[src/rtl/fei4_rx_arbiter.sv]
// Round-robin burst arbiter merging NCH first-word-fall-through channel FIFOs into one word stream.
// Define FEI4_RX_ARB_WORD_CNT_EN to add per-channel saturating word counters (WORD_CNT, CNT_CLR).
module fei4_rx_arbiter #(
    parameter int NCH       = 4,
    parameter int MAX_BURST = 16,
    parameter int DWIDTH    = 32,
    localparam int IDW      = (NCH > 1) ? $clog2(NCH) : 1
) (
    input  logic                    BUS_CLK,
    input  logic                    BUS_RST,
    input  logic [NCH-1:0]          CH_EN,
    input  logic [NCH-1:0]          FIFO_EMPTY,
    input  logic [NCH*DWIDTH-1:0]   FIFO_DATA,
    output logic [NCH-1:0]          FIFO_READ,
    input  logic                    OUT_FULL,
    output logic                    OUT_WRITE,
    output logic [DWIDTH-1:0]       OUT_DATA,
    output logic                    GRANT_VALID,
    output logic [IDW-1:0]          GRANT_ID
`ifdef FEI4_RX_ARB_WORD_CNT_EN
    ,
    input  logic                    CNT_CLR,
    output logic [NCH*16-1:0]       WORD_CNT
`endif
);

    typedef enum logic {
        IDLE  = 1'b0,
        BURST = 1'b1
    } state_t;

    localparam logic [7:0] MAX_CNT = 8'(MAX_BURST);

    state_t                 state;
    state_t                 state_next;
    logic [IDW-1:0]         ptr;
    logic [IDW-1:0]         ptr_next;
    logic [IDW-1:0]         grant_next;
    logic [7:0]             burst_cnt;
    logic [7:0]             burst_cnt_next;
    logic [NCH-1:0]         req;
    logic                   req_granted;
    logic                   rd;
    logic                   found;
    logic [IDW-1:0]         found_id;
    logic [IDW-1:0]         idx;
    logic [DWIDTH-1:0]      ch_word [NCH];

    assign req         = CH_EN & ~FIFO_EMPTY;
    assign req_granted = req[GRANT_ID];
    assign rd          = (state == BURST) && req_granted && !OUT_FULL && (burst_cnt < MAX_CNT);
    assign GRANT_VALID = (state == BURST);

    for (genvar i = 0; i < NCH; i++) begin : g_word
        assign ch_word[i] = FIFO_DATA[i*DWIDTH +: DWIDTH];
    end

    // Scan from farthest to nearest so the channel right after ptr wins; ptr itself comes last.
    always_comb begin
        found    = 1'b0;
        found_id = '0;
        idx      = '0;
        for (int k = NCH; k >= 1; k--) begin
            idx = IDW'((int'(ptr) + k) % NCH);
            if (req[idx]) begin
                found    = 1'b1;
                found_id = idx;
            end
        end
    end

    always_comb begin
        FIFO_READ = '0;
        if (!BUS_RST && rd) begin
            FIFO_READ[GRANT_ID] = 1'b1;
        end
    end

    always_comb begin
        state_next     = state;
        ptr_next       = ptr;
        grant_next     = GRANT_ID;
        burst_cnt_next = burst_cnt;
        case (state)
            IDLE: begin
                if (found && !OUT_FULL) begin
                    state_next     = BURST;
                    grant_next     = found_id;
                    burst_cnt_next = '0;
                end
            end
            BURST: begin
                if (rd) begin
                    burst_cnt_next = burst_cnt + 8'd1;
                end
                // Handing ptr the served channel makes it the last one searched next time.
                if (!req_granted || (burst_cnt == MAX_CNT)) begin
                    state_next = IDLE;
                    ptr_next   = GRANT_ID;
                end
            end
            default: state_next = IDLE;
        endcase
    end

    always_ff @(posedge BUS_CLK) begin
        if (BUS_RST) begin
            state     <= IDLE;
            ptr       <= IDW'(NCH - 1);
            GRANT_ID  <= '0;
            burst_cnt <= '0;
            OUT_WRITE <= 1'b0;
            OUT_DATA  <= '0;
        end else begin
            state     <= state_next;
            ptr       <= ptr_next;
            GRANT_ID  <= grant_next;
            burst_cnt <= burst_cnt_next;
            OUT_WRITE <= rd;
            if (rd) begin
                OUT_DATA <= ch_word[GRANT_ID];
            end
        end
    end

`ifdef FEI4_RX_ARB_WORD_CNT_EN
    always_ff @(posedge BUS_CLK) begin
        if (BUS_RST || CNT_CLR) begin
            WORD_CNT <= '0;
        end else begin
            for (int i = 0; i < NCH; i++) begin
                if (FIFO_READ[i] && (WORD_CNT[i*16 +: 16] != 16'hFFFF)) begin
                    WORD_CNT[i*16 +: 16] <= WORD_CNT[i*16 +: 16] + 16'd1;
                end
            end
        end
    end
`endif

endmodule
[config.mk]
export PLATFORM = sky130hd
export DESIGN_NAME = fei4_rx_arbiter
export DESIGN_NICKNAME = d
export VERILOG_FILES = /design/src/rtl/fei4_rx_arbiter.sv
export SDC_FILE = /design/constraint.sdc
export NUM_CORES = 1
export LEC_CHECK = 0
export CORE_ASPECT_RATIO = 0.75
export CORE_UTILIZATION = 33
export DETAILED_ROUTE_END_ITERATION = 10
export PLACE_DENSITY = 0.74
export SLEW_MARGIN = 0
export SYNTH_ARGS = -nofsm -noshare
export SYNTH_HDL_FRONTEND = slang
export SYNTH_SLANG_ARGS = --single-unit
[constraint.sdc]
create_clock -name BUS_CLK -period 2.6 [get_ports BUS_CLK]
set_clock_uncertainty 0.05 [all_clocks]
set_input_delay 0.65 -clock BUS_CLK [delete_from_list [all_inputs] [get_ports BUS_CLK]]
set_output_delay 0.65 -clock BUS_CLK [all_outputs]
set_load 0.01 [all_outputs]
==> flow_summary.ini <==
[cts]
clk_pin_slew_ns = 0.08
cts_tree = done
htreeDepth = 2
cts_root_buf = clkbuf_8
hold_buffers = 0
clk_latency_ns = 0.29
cts_sinks = 46
cts_buffers = 5
clockBufferDepth = 2

[synth]
synth_fp_nets = 415
ys_warn_count = 0
synthCells = 274
synth-seq-cells = 46
synth.largest_area_cell = dfxtp_1
ys_top_cells_by_area = dfxtp_1, mux4_2, a21oi_1
synth_edf_count = 0
async_reset_ff_frac = 0
synth_ff_type = dfxtp_1
syn_area_per_cell_um2 = 9.991
syn_area_mm2 = 0.002738
seq_area_frac_synth = 0.3364
netlist.area_leader.share = 0.3364
ys_types = 38

[drt]
firstDrtPassIters = 4
vias = 2978
drt-total-wl_um = 9476
drt-wirelength-per-cell_um = 16.86
ant_nets = 0
via_per_inst = 5.299
drt_iter0_drc = 103
drc = 0

[floorplan]
pin_count = 179
die_h_um = 80.88
chipWidth_um = 107.2
rows = 28
core-area_mm2 = 0.007953
initial_core_util = 0.3442
dieArea_mm2 = 0.008668

[worst_setup_path]
critical_path_peak_fanout = 3
cp_slowest_stage_delay_ns = 0.52
crit_path_start_kind = input port
crit_slowest_cell = mux4_2
worst-path-buf-inv = 2
end_kind = output port
cp.required_ns = 1.90
critPathTopFamily = simple AND/OR/NAND/NOR gates
crit_chain = buf_6, or2b_1, mux4_2, nor3_4, and3_1, buf_2
path_class = input port to output port
crit_arrival_ns = 1.96

[layout]
nets = 597
drive_gt1_frac = 0.1904
post-route-util = 0.6097
n_antenna_cell = 0
final_cell_mix = clkdlybuf4s50_1, dfxtp_1, a21oi_1
final_common_cell = clkdlybuf4s50_1
area_growth_syn_to_layout_pct = 77.10

[grt]
grt_pass1_wl_um = 14560
grt_antenna_before_repair = 0
grt_usage = 0.2149
grt_overflow = 0
grt_max_degree = 41
grt_pass1_vias = 3037

[sta]
final-setup-viol-count = 2
setup_ws_ns = -0.05762
worstMarginPinSlew_ns = 0.4628
fmax_mhz = 376.3
holdWs_ns = 0.4296
slew_headroom = 0.6886
period_needed_ns = 2.658
rsz0062_at_grt = yes
finalHoldViolCount = 0
slew_violations = 0
fin_crit_sh = 1.022

[place]
hpwl_um = 6894
place_congestion = 0.8279
post-place-ws_ns = -0.9025
port_buffers = 178

[power_and_ir_drop]
p_switching_uw = 445.4
combPwrFrac = 0.322
pwr-share-seq = 0.422
p_sw_frac = 0.2584
p_int_mw = 1.279
power_mw = 1.724
power_frac_clock = 0.256
p_leak_nw = 1.685
power.density_mw_per_mm2 = 355.6
irDropWorstVdd_uv = 193.5

[status]
outcome = finished with violations
violations = setup timing

[run]
cap_violations = 0

[hold_path]
hold_class = flip-flop to flip-flop
## routing by layer
layer	wire [µm]	part of all wire	vias to the layer above	track usage
met5	0	0	-	0
li1	-	-	1428	-
met1	3857	0.41	1405	0.2531
met3	942	0.099	4	0.05939
met4	90	0.0095	0	0.05890
met2	4586	0.48	141	0.3871
## synth_stat cells, types with 3 or more instances
library cell / number
clkbuf_1: 21
and3_1: 5
nor4_1: 3
nor2_1: 4
mux4_2: 30
nand2b_1: 4
dfxtp_1: 46
mux4_1: 4
or4_1: 3
nand2_1: 6
nor2b_1: 4
inv_1: 7
o21ai_0: 27
nand3_1: 35
a21oi_1: 38
o21ai_1: 7
o221ai_1: 3
## worst register-to-register path, cell delays in order, from the launching register on
cell and delay, ns:
dfxtp_1 0.32, or3_4 0.38, or3_4 0.40, buf_4 0.26, or4_1 0.53, a21oi_1 0.14
## kinds of logic after synthesis
group,share of synthesized area
DFF,0.3364
adders and majority gates,0.009139
and+or+nand+nor,0.1403
buffers and inverters,0.05394
AOI/OAI and AO/OA,0.1750
muxes,0.2852
## final cells by class
cell class                      instances  area (µm²)
Multi-Input combinational cell        193        1738
Tap cell                              105       131.4
Inverter                                8       32.53
Clock inverter                          1       5.005
Fill cell                             694        3104
Clock buffer                            7       86.33
Sequential cell                        46       923.4
Timing Repair Buffer                  202        1932
## metrics by stage
stage | instances | setup TNS [ns] | instance area [µm²]
detailed placement | 551 | -4.027 | 4702
finish | 562 | -0.09580 | 4848
floorplan | 274 | -0.02438 | 2743
CTS | 562 | -0.08820 | 4853
global placement | 551 | -3.483 | 4702
global route | 562 | -0.2159 | 4848
## final timing paths
check	from	end	slack (ns)	depth (start not counted)
setup / recovery	FIFO_EMPTY[2]	FIFO_READ[3]	-0.06	6
hold / removal	OUT_DATA[10]	OUT_DATA[10]	0.43	2
setup reg to reg	burst_cnt[7]	burst_cnt[3]	0.46	5
hold reg to reg	OUT_DATA[10]	OUT_DATA[10]	0.43	2
## flip-flops by register name, summed over array words and instances, names as in the netlist
name / count
GRANT_ID: 2
burst_cnt: 8
OUT_WRITE: 1
ptr: 2
GRANT_VALID: 1
OUT_DATA: 32
## power groups by stage
stage / clock, mW / sequential, mW / combinational (mW)
4_1_cts: 0.460 / 0.727 / 0.556
6_report: 0.442 / 0.727 / 0.555
2_1_floorplan: 0 / 0.747 / 0.243
3_3_place_gp: 0 / 0.742 / 0.535
5_1_grt: 0.496 / 0.729 / 0.594
3_5_place_dp: 0 / 0.743 / 0.543
## repair_timing
item                       CTS  global route
setup buffers                3             0
setup endpoints to repair    8             4
pin swaps                    4             3
resized for setup           50             5
(Power assumes the default switching activity.)
